**src/rtl/key_conditioner.sv**
```systemverilog
// -----------------------------------------------------------------------------
// key_conditioner
//   Front end for the clock's set controls. Synchronizes and debounces the
//   three raw push-buttons and produces the set-mode register plus one-cycle
//   increment/decrement strobes with hold-to-auto-repeat.
//
// Ports
//   clk        : divided system clock, all state on the rising edge
//   reset      : asynchronous, active-low reset
//   sw         : raw mode button, active-high
//   increase   : raw increase button, active-low
//   decrease   : raw decrease button, active-low
//   mode       : 00 run, 01 set hour, 10 set minute, 11 set second
//   mode_pulse : one-cycle strobe on every mode advance
//   increment  : one-cycle increment strobe
//   decrement  : one-cycle decrement strobe
// -----------------------------------------------------------------------------
module key_conditioner #(
   parameter int unsigned DEB_CYCLES    = 20000,
   parameter int unsigned HOLD_CYCLES   = 500000,
   parameter int unsigned REPEAT_CYCLES = 250000,
   parameter int unsigned CNT_W         = 20
) (
   input  logic       clk,
   input  logic       reset,
   input  logic       sw,
   input  logic       increase,
   input  logic       decrease,
   output logic [1:0] mode,
   output logic       mode_pulse,
   output logic       increment,
   output logic       decrement
);

   localparam logic [CNT_W-1:0] DEB_LAST  = CNT_W'(DEB_CYCLES - 1);
   localparam logic [CNT_W-1:0] HOLD_LAST = CNT_W'(HOLD_CYCLES - 1);
   localparam logic [CNT_W-1:0] REP_LAST  = CNT_W'(REPEAT_CYCLES - 1);

   // Bit order everywhere: [0] sw, [1] increase, [2] decrease.
   // Raw released levels are sw=0, increase=1, decrease=1.
   localparam logic [2:0] RAW_IDLE = 3'b110;

   typedef enum logic [1:0] {
      ST_IDLE,
      ST_HOLD,
      ST_REPEAT,
      ST_LOCK
   } state_t;

   logic [2:0]       raw;
   logic [2:0]       sync1_q, sync2_q;
   logic [2:0]       lvl;          // synchronized, 1 = pressed
   logic [2:0]       deb_q;        // debounced, 1 = pressed
   logic [CNT_W-1:0] deb_cnt_q [3];
   logic [1:0]       primed_q;
   logic [2:0]       armed_q;
   logic [2:0]       pressed;      // debounced and armed
   logic             sw_prev_q;
   logic             sw_rise;

   logic [1:0]       mode_q;
   logic             mode_pulse_q;

   state_t           state_q;
   logic [CNT_W-1:0] rpt_cnt_q;
   logic [CNT_W-1:0] rpt_last;
   logic             dir_inc_q;
   logic             inc_q, dec_q;
   logic             held, other;

   assign raw = {decrease, increase, sw};
   assign lvl = sync2_q ^ RAW_IDLE;

   // -------------------------------------------------------------------------
   // Synchronizers and per-button debounce
   // -------------------------------------------------------------------------
   // A button only becomes usable ("armed") once it has been seen released,
   // both synchronized and debounced, with the synchronizer holding real
   // samples rather than its reset value. A button held through reset is
   // therefore ignored until it is released and pressed again.
   always_ff @(posedge clk or negedge reset) begin
      if (!reset) begin
         sync1_q  <= RAW_IDLE;
         sync2_q  <= RAW_IDLE;
         deb_q    <= '0;
         primed_q <= '0;
         armed_q  <= '0;
         for (int unsigned i = 0; i < 3; i++) deb_cnt_q[i] <= '0;
      end else begin
         sync1_q  <= raw;
         sync2_q  <= sync1_q;
         primed_q <= {primed_q[0], 1'b1};
         for (int unsigned i = 0; i < 3; i++) begin
            if (lvl[i] != deb_q[i]) begin
               if (deb_cnt_q[i] == DEB_LAST) begin
                  deb_q[i]     <= lvl[i];
                  deb_cnt_q[i] <= '0;
               end else begin
                  deb_cnt_q[i] <= deb_cnt_q[i] + 1'b1;
               end
            end else begin
               deb_cnt_q[i] <= '0;
            end
            if (primed_q[1] && !lvl[i] && !deb_q[i]) armed_q[i] <= 1'b1;
         end
      end
   end

   assign pressed = deb_q & armed_q;
   assign sw_rise = pressed[0] & ~sw_prev_q;

   // -------------------------------------------------------------------------
   // Mode register
   // -------------------------------------------------------------------------
   always_ff @(posedge clk or negedge reset) begin
      if (!reset) begin
         sw_prev_q    <= 1'b0;
         mode_q       <= '0;
         mode_pulse_q <= 1'b0;
      end else begin
         sw_prev_q    <= pressed[0];
         mode_pulse_q <= sw_rise;
         if (sw_rise) mode_q <= mode_q + 2'd1;
      end
   end

   // -------------------------------------------------------------------------
   // Repeat FSM
   // -------------------------------------------------------------------------
   always_comb begin
      rpt_last = (state_q == ST_HOLD) ? HOLD_LAST : REP_LAST;
      held     = dir_inc_q ? pressed[1] : pressed[2];
      other    = dir_inc_q ? pressed[2] : pressed[1];
   end

   // Release is checked before the second-button/mode lock, and both before
   // the period expiry, so a strobe is never issued on a cycle that leaves
   // HOLD/REPEAT.
   always_ff @(posedge clk or negedge reset) begin
      if (!reset) begin
         state_q   <= ST_IDLE;
         rpt_cnt_q <= '0;
         dir_inc_q <= 1'b0;
         inc_q     <= 1'b0;
         dec_q     <= 1'b0;
      end else begin
         inc_q <= 1'b0;
         dec_q <= 1'b0;
         case (state_q)
            ST_IDLE: begin
               if (pressed[1] && pressed[2]) begin
                  state_q <= ST_LOCK;
               end else if (pressed[1] || pressed[2]) begin
                  inc_q     <= pressed[1];
                  dec_q     <= pressed[2];
                  dir_inc_q <= pressed[1];
                  rpt_cnt_q <= '0;
                  state_q   <= ST_HOLD;
               end
            end
            ST_HOLD, ST_REPEAT: begin
               if (!held) begin
                  state_q <= ST_IDLE;
               end else if (other || sw_rise) begin
                  state_q <= ST_LOCK;
               end else if (rpt_cnt_q == rpt_last) begin
                  inc_q     <= dir_inc_q;
                  dec_q     <= ~dir_inc_q;
                  rpt_cnt_q <= '0;
                  state_q   <= ST_REPEAT;
               end else begin
                  rpt_cnt_q <= rpt_cnt_q + 1'b1;
               end
            end
            ST_LOCK: begin
               if (!pressed[1] && !pressed[2]) state_q <= ST_IDLE;
            end
            default: state_q <= ST_IDLE;
         endcase
      end
   end

   assign mode       = mode_q;
   assign mode_pulse = mode_pulse_q;
   assign increment  = inc_q;
   assign decrement  = dec_q;

endmodule

```
**config.mk**
```make
export PLATFORM = sky130hd
export DESIGN_NAME = key_conditioner
export DESIGN_NICKNAME = d
export VERILOG_FILES = /design/src/rtl/key_conditioner.sv
export SDC_FILE = /design/constraint.sdc
export NUM_CORES = 1
export LEC_CHECK = 0
export BUFFER_PORTS_ARGS = -buffer_cell sky130_fd_sc_hd__buf_2
export CORE_MARGIN = 3
export CORE_UTILIZATION = 45
export DETAILED_ROUTE_END_ITERATION = 8
export PLACE_DENSITY = 0.71
export SYNTH_ARGS = -nofsm -noshare
export SYNTH_HDL_FRONTEND = slang
export SYNTH_SLANG_ARGS = --single-unit
```
**constraint.sdc**
```tcl
create_clock -name clk -period 2.43 [get_ports clk]
set_input_delay 0.1215 -clock clk [delete_from_list [all_inputs] [get_ports clk]]
set_output_delay 0.1215 -clock clk [all_outputs]
set_load 0.005 [all_outputs]
```
### Word-level counts from Yosys, hierarchy flattened

Cells that the tools add are included.

| word-level totals | value |
|---|---|
| output and inout port bits | 5 |
| register bits after elaboration | 103 |

| cells by class | value |
|---|---|
| bitwise gates (word level) | 6 |
| muxes and demuxes | 34 |
| reduce and logical (&&, ||, !) cells | 27 |
| eq/ne operators | 17 |
| add/sub/neg operators | 5 |

Operator list:

| kind | count |
|---|---|
| $mux W20 | 11 |
| $add A20 B1 Y20 const B | 4 |
| $eq A20 B15 Y1 const B | 3 |
| $pmux W20 S2 | 1 |
| $eq A20 B19 Y1 | 1 |
| $mux W19 | 1 |
| $mux W1 | 12 |
| $mux W2 | 6 |
| $ne A2 B2 Y1 const B | 5 |
| $logic_and A1 B1 Y1 | 8 |
| $logic_not A1 Y1 | 8 |
| $pmux W2 S3 | 1 |
| $reduce_and A2 Y1 | 3 |
| $reduce_and A3 Y1 | 2 |
| $reduce_and A5 Y1 | 1 |
| $eq A2 B2 Y1 const B | 2 |
| $ne A4 B4 Y1 const B | 1 |
| $pmux W1 S2 | 2 |
| $and A3 B3 Y3 | 1 |
| $ne A1 B1 Y1 | 3 |
| $ne A3 B3 Y1 const B | 1 |
| $not A1 Y1 | 3 |
| $add A2 B1 Y2 const B | 1 |
| $eq A2 B1 Y1 const B | 1 |
| 6 further kinds | 7 |

### Longest topological paths before layout

Gate-level depths: netlist of run 1.

| logic depth | value |
|---|---|
| word-level depth | 7 |
| mapped depth | 10 |
| gate-level depth less buffers | 8 |

### Worst setup path before layout of run 1

Ideal clock, no wire load.

| timing path | value |
|---|---|
| path kind | reg2reg |
| start point | register deb_q[2] |
| end point | register rpt_cnt_q[9] |
| required time | 2304 ps |
| path buffers | 1 |
| cell stages (with the launch flop) | 10 |
| arrival time | 1957 ps |
| slack | 347 ps |
| cell sequence | dfrtp_1 > nand2_1 > inv_1 > ha_1 > o21ai_0 > nand3_1 > a21o_1 > buf_2 > and2_4 > a221o_1 |

| between the ends | value |
|---|---|
| word-level cells in the longest chain between the ends | 5 |
| elaborated cells on any way between the ends | 11 |
| those cells by class | eq/ne (4); mux (2); bitwise (1); reduce/logical (4) |

RTL lines:

| item | RTL line | source |
|---|---|---|
| start, declared | 53 | `logic [2:0] deb_q;` |
| start signal, assigned by index | 96 | `deb_q[i] <= lvl[i];` |
| $and A3 B3 Y3 (*) | 109 | `assign pressed = deb_q & armed_q;` |
| $mux W1 | 133 | `other = dir_inc_q ? pressed[2] : pressed[1];` |
| $logic_or A1 B1 Y1 | 164 | `end else if (other \|\| sw_rise) begin` |
| $ne A2 B2 Y1 (no line) | -- |  |
| $reduce_and A5 Y1 (no line) (*) | -- |  |
| end signal, assigned | 172 | `rpt_cnt_q <= rpt_cnt_q + 1'b1;` |
| end, declared | 65 | `logic [CNT_W-1:0] rpt_cnt_q;` |

Every way passes the cells marked *; elsewhere a longest branch is shown, timed or not.
A chain may end at the register's enable or synchronous reset.

### Final worst setup path of run 1

| timing path | value |
|---|---|
| start point | register state_q[1] |
| end point | register state_q[1] |

| between the ends | value |
|---|---|
| word-level cells in the longest chain between the ends | 5 |
| elaborated cells on any way between the ends | 12 |
| those cells by class | eq/ne (7); mux (2); reduce/logical (3) |

RTL lines:

| item | RTL line | source |
|---|---|---|
| start, declared | 64 | `state_t state_q;` |
| start signal, assigned | 141 | `state_q <= ST_IDLE;` |
| start signal, assigned | 152 | `state_q <= ST_LOCK;` |
| start signal, assigned | 158 | `state_q <= ST_HOLD;` |
| $eq A2 B1 Y1 | 131, 149 |  |
| $mux W19 | 131 | `rpt_last = (state_q == ST_HOLD) ? HOLD_LAST : REP_LAST;` |
| $eq A20 B19 Y1 | 166 | `end else if (rpt_cnt_q == rpt_last) begin` |
| $ne A4 B4 Y1 (no line) | -- |  |
| $reduce_and A3 Y1 (no line) | -- |  |

Several ways; a longest one is shown, not always the timed one.

==> out/results.tsv, run 1 <==
stage	metric	value	unit
timing	Setup WS post-layout	0.1433	ns
layout	filler instances	991	
yosys	area share of the largest cell type after synthesis	47.72	%
global_routing	Global Route Usage Sum	16.06	%
worst_setup_path	R2R Path End	state_q[1]	
drt	initial DRC count	213	
yosys	post-synthesis sequential area ratio	49.75	%
drt	antenna-violating nets left	0	
yosys	xor-xnor portion of the synthesized cell area	9.954	%
clock_tree	H-tree depth	3	
global_routing	initial antenna violation count	0	
die	boundary pin count	10	
yosys	Main synth FF type	dfrtp_1	
pwr	overall power	3192	uW
pwr	Max rail drop VDD	0.3682	mV
layout	Layout area overhead	10.53	%
global_routing	largest net degree at the start of global routing	48	
timing	Worst Skew	0.006970	ns
die	Die ar.	12860	um2
timing	transition time of the tightest slew-check pin	0.5953	ns
pwr	Switching Share	21.76	%
pwr	leak pwr	0.002447	uW
yosys	Adder-Cell Fraction of Synth Area	3.133	%
layout	diodes inserted	0	
pwr	pwr dens	556.3	nW/um2
drt	Routed WL	9671	um
placed_design	gpl congestion	0.9302	
layout	final non-filler cell area	5738	um2
worst_setup_path	critical path type	flip-flop to flip-flop	
timing	relative slew slack	59.94	%
clock_tree	Clock Latency Late Sink	0.34	ns
drt	DRC viols	0	
yosys	Synth cell types	56	
worst_setup_path	CP Capture Type	flip-flop	
global_routing	first-pass GRT wire length	17150	um
yosys	Syn Nets	557	
pwr	sequential group share of total power	54.9	%
timing	Final Critical Period	2.287	ns
drt	Vias	3856	
worst_setup_path	Reg2Reg Depth	7	
clock_tree	Root Driver	clkbuf_16	
worst_setup_path	top cell family by delay on the critical path	compound AO/OA/AOI/OAI gates	
worst_setup_path	Worst path max stage delay	0.41	ns
pwr	Logic pwr share	2.8	%
layout	layout cells sized above 1	9.769	%
clock_tree	CTS Buf Count	9	
yosys	largest family of logic cells by synthesized area	simple AND/OR/NAND/NOR gates	
layout	area of the multi-input gates	2416	um2
pwr	Int Power	2497	uW
yosys	Synth Instances	539	
worst_setup_path	Max Fanout on Critical Path	7	
placed_design	# port buffers	9	
yosys	top-count cell post-synth	dfrtp_1	
yosys	Post-synth EDFFs	0	
drt	DR WL/cell	13.76	um
outcome	status	complete, no violations	
timing	Fin Setup TNS	0	ns
drt	first-pass iteration count of the detailed router	5	
yosys	Synth Area in Compound Gates	8.147	%
layout	register area	2582	um2
yosys	FF+latch count, synth	103	
yosys	ranking of synthesized cells by area	dfrtp_1, nor2_1, xor2_1	
placed_design	setup slack at placement	0.1403	ns
die	core footprint	11080	um2
die	die width	113.4	um
timing	final slew viol count	0	
global_routing	number of global-route vias before repair	3769	
clock_tree	Clock Tree Buf Depth	2	
yosys	Post-synth top cells	dfrtp_1, nor2_1, nand2_1	
flow_run	total of max-cap violations	0	
placed_design	Placement Cell Area	5398	um2
yosys	Mean Syn Cell Area	9.631	um2
yosys	Synth Area in Simple Gates	24.25	%
clock_tree	clock sink count	103	
timing	RSZ-0062 raised after global routing	false	
yosys	mapped cell area	5191	um2
timing	fin crit share	94.10	%
timing	f_max	437.3	MHz
worst_setup_path	Worst R2R Start	state_q[1]	
worst_setup_path	CP required	2.66	ns
yosys	Yosys top cell by area	dfrtp_1	
die	row count	38	
die	Initial Util	46.86	%
pwr	sw power	694.7	uW
timing	Final setup viols	0	
global_routing	Overflow after GRT	0	
worst_setup_path	crit-path cells	inv_1 -> ha_1 -> nor4bb_1 -> o2bb2ai_1 -> nand4_1 -> a221o_1 -> mux2_2	
worst_setup_path	flop-to-flop setup slack	0.14	ns
clock_tree	clock slew seen by the registers of the worst setup and hold paths	0.07	ns
die	chip height	113.4	um
pwr	Clk pwr share	42.3	%
worst_setup_path	Worst Path Buf+Inv	1	
hold_path	type of the most critical hold path	primary input to asynchronous set/reset pin	
worst_setup_path	CP arrival	2.51	ns
layout	final net count	576	
yosys	YS warnings	0	
placed_design	DP Wirelength	6860	um
yosys	Post-synth ARST share	100.0	%
yosys	post-synthesis mux area share	0.8195	%
clock_tree	CTS tree	done	
timing	Hold Vio Cnt, Final	0	
drt	DR vias/cell	5.485	
worst_setup_path	Worst path slowest cell	dfrtp_1	
worst_setup_path	crit start category	flip-flop	
==> flip-flops by register name, indices dropped and copies added (netlist names) <==
register,flops
armed_q,3
decrement,1
deb_q,3
sw_prev_q,1
rpt_cnt_q,20
state_q,2
mode_pulse,1
increment,1
sync1_q,3
dir_inc_q,1
primed_q,2
deb_cnt_q,60
sync2_q,3
mode,2
==> layout make-up <==
cell class | instances | share of cell area [%]
clock inverters | 3 | 0.4579
multi-input cells | 394 | 42.11
inverters | 24 | 1.570
repair buffers | 26 | 3.445
well taps | 140 | 3.053
clock buffers | 13 | 4.361
flip-flops and latches | 103 | 45.01
==> power by group through the flow <==
stage               Clock, uW  Combinational, uW  Sequential [uW]
CTS                      1390               94.3             1750
global placement            0               85.5             1780
finish                   1350               89.5             1750
floorplan                   0               44.2             1780
global route             1450                107             1750
detailed placement          0               89.1             1790
==> through the flow <==
step	util (%)	hold WS, ns	std cells
2_1_floorplan	-	-0.1741	539
3_3_place_gp	48.72	0.06026	681
3_5_place_dp	48.72	0.07299	681
4_1_cts	51.58	0.2453	701
5_1_grt	51.80	0.2905	703
6_report	51.80	0.2418	703
==> worst max-delay path by stage <==
stage	slack, ns	from	cells after the start	endpoint
2_1_floorplan	0.35	deb_q[2]	9	rpt_cnt_q[9]
3_3_place_gp	0.28	state_q[1]	7	state_q[1]
3_5_place_dp	0.14	state_q[1]	7	state_q[1]
4_1_cts	0.12	state_q[1]	7	state_q[1]
5_1_grt	0.0002	state_q[1]	7	state_q[1]
6_report	0.14	state_q[1]	7	state_q[1]
==> placed cells by master, fill, tap and decap left out, types with 10 or more instances in the layout <==
cell type,n
ha_1,13
nand3_1,36
nand4_1,20
nand2_1,46
a31oi_1,12
nor4_1,13
buf_4,13
nor3_1,11
o21ai_0,10
nor2_1,87
inv_1,23
xor2_1,31
xnor2_1,28
dfrtp_1,99
==> cells by family after synthesis <==
| kind of cell | Yosys count |
|---|---|
| AND/OR/NAND/NOR | 256 |
| flip-flops | 103 |
| AO/OA/AOI/OAI | 61 |
| XOR/XNOR | 59 |
| buffers and inverters | 42 |
| adder cells (fa/ha/maj) | 13 |
| multiplexers | 4 |
| other | 1 |
==> repair_timing <==
action                                 4_1_cts  5_1_grt
setup endpoints to repair                    0       12
endpoints found under the hold margin       28        0
buffers inserted                             0        2
hold buffers                                 4        0
gates resized for setup                      0        3
==> per-layer routing <==
metal / wire (um) / track usage, % / up-vias
met3: 430 / 3.820 / 9
li1: - / - / 1912
met5: 0 / 0 / -
met2: 4684 / 25.59 / 65
met4: 105 / 4.728 / 0
met1: 4451 / 22.00 / 1870
Power figures use the tool's default switching activity.
==> run 2: changes to the inputs <==
--- a/config.mk
+++ b/config.mk
@@ -6,6 +6,7 @@
 export NUM_CORES = 1
 export LEC_CHECK = 0
 export BUFFER_PORTS_ARGS = -buffer_cell sky130_fd_sc_hd__buf_2
+export CORE_ASPECT_RATIO = 1.75
 export CORE_MARGIN = 3
 export CORE_UTILIZATION = 45
 export DETAILED_ROUTE_END_ITERATION = 8
==> run 2 against run 1 <==
- critical path depth is the same
- worst setup slack gained 0.064 ns
- sequential share of layout area hardly changed
- first-iteration DRC count is 23% lower
- register-to-register slack better by 0.06 ns
- core utilization fell by 0.67 points
- critical endpoint unchanged
==> out/results.tsv, run 2 (synthesized netlist as in run 1, its figures left out) <==
stage	metric	value	unit
placed_design	setup slack at placement	0.1664	ns
placed_design	# port buffers	9	
layout	Layout area overhead	10.61	%
worst_setup_path	Max Fanout on Critical Path	5	
global_routing	gr busiest metal	met2	
layout	layout cells sized above 1	10.44	%
die	row count	51	
pwr	pwr dens	556.8	nW/um2
timing	Hold Vio Cnt, Final	0	
clock_tree	Root Driver	clkbuf_16	
flow_run	total of max-cap violations	0	
drt	DR WL/cell	14.87	um
drt	antenna-violating nets left	0	
clock_tree	post-CTS sizing	0	
global_routing	met2 Use GR	30.90	%
timing	f_max	450.0	MHz
worst_setup_path	CP Capture Type	flip-flop	
die	chip height	148.1	um
placed_design	dpl cells	676	
global_routing	GRT met3 Usage	2.716	%
timing	transition time of the tightest slew-check pin	0.6270	ns
layout	diodes inserted	0	
layout	commonest non-fill, non-tap cell in the layout	dfrtp_1	
drt	first-pass iteration count of the detailed router	4	
clock_tree	clock slew seen by the registers of the worst setup and hold paths	0.07	ns
drt	DR vias/cell	5.627	
timing	final slew viol count	0	
layout	Non-Filler Instances	697	
timing	Final Critical Period	2.222	ns
die	Initial Util	46.22	%
placed_design	gpl congestion	0.9535	
worst_setup_path	Worst path slowest cell	dfrtp_1	
drt	Routed WL	10370	um
drt	Vias	3922	
worst_setup_path	Worst path max stage delay	0.41	ns
clock_tree	Clock Tree Buf Depth	2	
global_routing	Global Route Usage Sum	17.08	%
global_routing	initial antenna violation count	0	
outcome	status	complete, no violations	
layout	final net count	578	
die	Die ar.	12910	um2
layout	Final Util	51.13	%
timing	fin crit share	91.46	%
timing	Setup WS post-layout	0.2075	ns
worst_setup_path	CP required	2.65	ns
timing	Worst Skew	0.006229	ns
layout	Largest regs	deb_cnt_q x60, rpt_cnt_q x20	
die	core footprint	11230	um2
worst_setup_path	CP arrival	2.44	ns
global_routing	first-pass GRT wire length	17810	um
worst_setup_path	critical path type	flip-flop to flip-flop	
pwr	Max rail drop VDD	0.3823	mV
hold_path	type of the most critical hold path	primary input to asynchronous set/reset pin	
worst_setup_path	crit-path cells	inv_1 -> ha_1 -> nor4bb_1 -> o2bb2ai_1 -> nand4_1 -> a221o_1 -> mux2_2	
die	die width	87.19	um
clock_tree	clock sink count	103	
pwr	leak pwr	0.002464	uW
clock_tree	Clock Latency Late Sink	0.34	ns
timing	Final setup viols	0	
global_routing	largest net degree at the start of global routing	52	
drt	DRC viols	0	
layout	commonest cells after routing, fill and taps aside	dfrtp_1, nor2_1, nand2_1	
timing	relative slew slack	57.81	%
layout	Largest register FFs	60	
drt	initial DRC count	164	
die	boundary pin count	10	
clock_tree	CTS tree	done	
global_routing	met1 Use GR	20.03	%
layout	Top reg by flops	deb_cnt_q	
clock_tree	H-tree depth	3	
global_routing	number of global-route vias before repair	3925	
placed_design	DP Wirelength	7289	um
clock_tree	CTS Buf Count	9	
global_routing	Overflow after GRT	0	
worst_setup_path	crit start category	flip-flop	
==> run 2: layer usage <==
| layer | share of wire, % | up-vias |
|---|---|---|
| li1 | - | 1908 |
| met3 | 2.8 | 16 |
| met5 | 0 | - |
| met1 | 41 | 1933 |
| met4 | 1.8 | 0 |
| met2 | 54 | 65 |
==> run 2: layout make-up <==
type / count / area (um2)
clock buffers: 11 / 252.7
clock inverters: 5 / 31.28
fillers: 1040 / 5489
inverters: 24 / 90.09
multi-input cells: 394 / 2407
flip-flops and latches: 103 / 2582
well taps: 132 / 165.2
repair buffers: 28 / 212.7
==> run 2: metrics by stage <==
step | hold WS [ns] | total power, uW | TNS (ns) | instance area [um2]
6_report | 0.2925 | 3197 | 0 | 5742
5_1_grt | 0.3351 | 3322 | -0.004317 | 5742
4_1_cts | 0.3084 | 3242 | 0 | 5734
3_5_place_dp | 0.1289 | 1873 | 0 | 5410
3_3_place_gp | 0.1186 | 1869 | 0 | 5410
2_1_floorplan | -0.1741 | 1825 | 0 | 5191
==> run 2: worst max-delay path: cells and delay by family (launching register included) <==
kind            cells  cell delay, ns
compound gates      2            0.58
simple gates        2            0.50
flops               1            0.41
mux                 1            0.28
fa+ha+maj           1            0.23
buf+inv             1            0.09
==> run 2: repair_timing <==
action / CTS / global route
endpoints found under the hold margin: 39 / 0
setup buffers: 0 / 1
setup endpoints to repair: 0 / 3
hold buffers: 4 / 0
==> run 2: report_power, final <==
part           internal (uW)  switching, uW
Clock                    749            607
Sequential              1740           16.9
Combinational           27.9           61.3
==> run 2: path summary, 6_finish.rpt <==
| check | cells past startpoint | slack (ns) | from | to |
|---|---|---|---|---|
| worst max-delay path | 7 | 0.21 | state_q[1] | state_q[1] |
| worst min-delay path | 2 | 0.29 | reset | deb_cnt_q[52] |
| worst max register to register | 7 | 0.21 | state_q[1] | state_q[1] |
| worst min register to register | 0 | 0.35 | primed_q[0] | primed_q[1] |
| max in group asynchronous | 3 | 1.46 | reset | sync1_q[2] |
| min in group clk | 0 | 0.35 | primed_q[0] | primed_q[1] |
==> run 3: changes to the inputs <==
--- a/config.mk
+++ b/config.mk
@@ -5,12 +5,13 @@
 export SDC_FILE = /design/constraint.sdc
 export NUM_CORES = 1
 export LEC_CHECK = 0
-export BUFFER_PORTS_ARGS = -buffer_cell sky130_fd_sc_hd__buf_2
+export BUFFER_PORTS_ARGS = -buffer_cell sky130_fd_sc_hd__clkbuf_2
 export CORE_ASPECT_RATIO = 1.75
 export CORE_MARGIN = 3
 export CORE_UTILIZATION = 45
 export DETAILED_ROUTE_END_ITERATION = 8
 export PLACE_DENSITY = 0.71
+export RECOVER_POWER = 50
 export SYNTH_ARGS = -nofsm -noshare
 export SYNTH_HDL_FRONTEND = slang
 export SYNTH_SLANG_ARGS = --single-unit
==> run 3 against run 2 <==
- first-iteration DRC count is 100% higher
- final cell count down 0.14%
- wire length is 4.2% lower
- non-clock buffer count down 1
- clock-buffer cell count fell by 2
- worst setup slack got worse by 0.030 ns
- register-to-register slack worse by 0.03 ns
- critical path type unchanged
==> out/results.tsv, run 3 (synthesized netlist as in run 1, its figures left out) <==
stage	metric	value	unit
outcome	status	complete, no violations	
global_routing	initial antenna violation count	0	
timing	Fin Setup TNS	0	ns
layout	Largest regs	deb_cnt_q x60, rpt_cnt_q x20	
global_routing	first-pass GRT wire length	17330	um
layout	commonest cells after routing, fill and taps aside	dfrtp_1, nor2_1, nand2_1	
timing	Hold Vio Cnt, Final	0	
clock_tree	Root Driver	clkbuf_16	
drt	DR WL/cell	14.27	um
timing	fin crit share	92.68	%
die	Initial Util	46.22	%
pwr	pwr dens	561.7	nW/um2
layout	filler instances	1004	
worst_setup_path	CP Capture Type	flip-flop	
drt	Routed WL	9930	um
clock_tree	CTS tree	done	
timing	transition time of the tightest slew-check pin	0.9561	ns
clock_tree	H-tree depth	3	
timing	Final setup viols	0	
placed_design	gpl congestion	0.9309	
clock_tree	Clock Latency Late Sink	0.35	ns
placed_design	dpl cells	676	
clock_tree	Clock Tree Buf Depth	2	
placed_design	setup slack at placement	0.1955	ns
timing	f_max	444.0	MHz
layout	layout cells sized above 1	9.397	%
die	Die ar.	12910	um2
worst_setup_path	CP arrival	2.52	ns
clock_tree	clock sink count	103	
worst_setup_path	crit start category	flip-flop	
worst_setup_path	Max Fanout on Critical Path	6	
worst_setup_path	critical path type	flip-flop to flip-flop	
layout	Layout area overhead	10.00	%
global_routing	Global Route Usage Sum	16.60	%
timing	final slew viol count	0	
drt	antenna-violating nets left	0	
placed_design	# port buffers	9	
pwr	leak pwr	0.002426	uW
layout	Non-Filler Instances	696	
clock_tree	post-CTS setup buffer count	0	
flow_run	total of max-cap violations	0	
die	core footprint	11230	um2
drt	DR vias/cell	5.624	
timing	Final Critical Period	2.252	ns
die	chip height	148.1	um
worst_setup_path	Reg2Reg Depth	8	
worst_setup_path	flop-to-flop setup slack	0.18	ns
die	die width	87.19	um
layout	register area	2582	um2
worst_setup_path	R2R Path End	decrement	
global_routing	number of global-route vias before repair	3814	
die	row count	51	
layout	diodes inserted	0	
clock_tree	clock slew seen by the registers of the worst setup and hold paths	0.07	ns
hold_path	type of the most critical hold path	primary input to asynchronous set/reset pin	
worst_setup_path	CP required	2.70	ns
drt	DRC viols	0	
drt	first-pass iteration count of the detailed router	4	
pwr	Max rail drop VDD	0.4449	mV
global_routing	Overflow after GRT	0	
layout	Top reg by flops	deb_cnt_q	
die	boundary pin count	10	
global_routing	largest net degree at the start of global routing	40	
timing	hold slack	0.2510	ns
clock_tree	CTS Hold Bufs	4	
drt	Vias	3914	
clock_tree	post-CTS sizing	0	
drt	initial DRC count	331	
layout	Final Util	50.85	%
timing	Worst Skew	0.007431	ns
layout	commonest non-fill, non-tap cell in the layout	dfrtp_1	
placed_design	DP Wirelength	7062	um
worst_setup_path	Worst R2R Start	state_q[1]	
layout	Largest register FFs	60	
clock_tree	CTS Buf Count	9	
timing	relative slew slack	36.26	%
timing	RSZ-0062 raised after global routing	false	
layout	final net count	577	
timing	Setup WS post-layout	0.1779	ns
layout	area of the multi-input gates	2407	um2
[run 3: changes by cell type in the layout (fill, tap and decap cells not counted)]
cell        change
inv_8           +1
dfstp_1         +1
buf_4           -2
clkinv_4        +2
clkbuf_1        +4
buf_12          -1
clkbuf_8        -2
clkinv_2        -2
buf_2           -8
dfstp_2         -1
clkbuf_2        +6
clkinvlp_4      +1
[run 3: worst max path at each step]
stage,start,end,slack [ns],depth (start not counted)
floorplan,deb_q[2],rpt_cnt_q[9],0.35,9
global placement,deb_q[2],rpt_cnt_q[9],0.33,8
detailed placement,state_q[1],decrement,0.20,8
CTS,state_q[1],decrement,0.18,8
global route,state_q[1],decrement,0.03,8
finish,state_q[1],decrement,0.18,8
[run 3: layout make-up]
type	count	share of cell area (%)
clock buffers	9	3.944
clock inverters	7	1.008
inverters	24	1.578
multi-input cells	394	42.16
flip-flops and latches	103	45.22
well taps	132	2.892
repair buffers	27	3.199
[run 3: per-stage QoR]
stage | power [uW] | area [um2]
after floorplan | 1825 | 5191
after detailed placement | 1874 | 5410
after global placement | 1869 | 5410
final | 3207 | 5710
after CTS | 3252 | 5733
after global routing | 3329 | 5710
[run 3: routing by layer]
metal,global-route usage [%],vias to the layer above,part of all wire (%)
met5,0,-,0
met2,28.39,78,52
met4,7.834,0,2.9
met1,20.07,1902,42
li1,-,1911,-
met3,2.716,23,2.9
[run 3: critical path, cell delays in order, from the launching register on]
cell	delay, ns
dfrtp_1	0.41
inv_1	0.09
ha_1	0.24
nor4bb_1	0.28
o2bb2ai_1	0.17
nand4_1	0.24
buf_4	0.23
or3_1	0.34
a21oi_1	0.17
[run 3: power by group]
part           internal, uW  switching (uW)
clock network           707             664
logic                  24.7            60.5
registers              1730            17.0
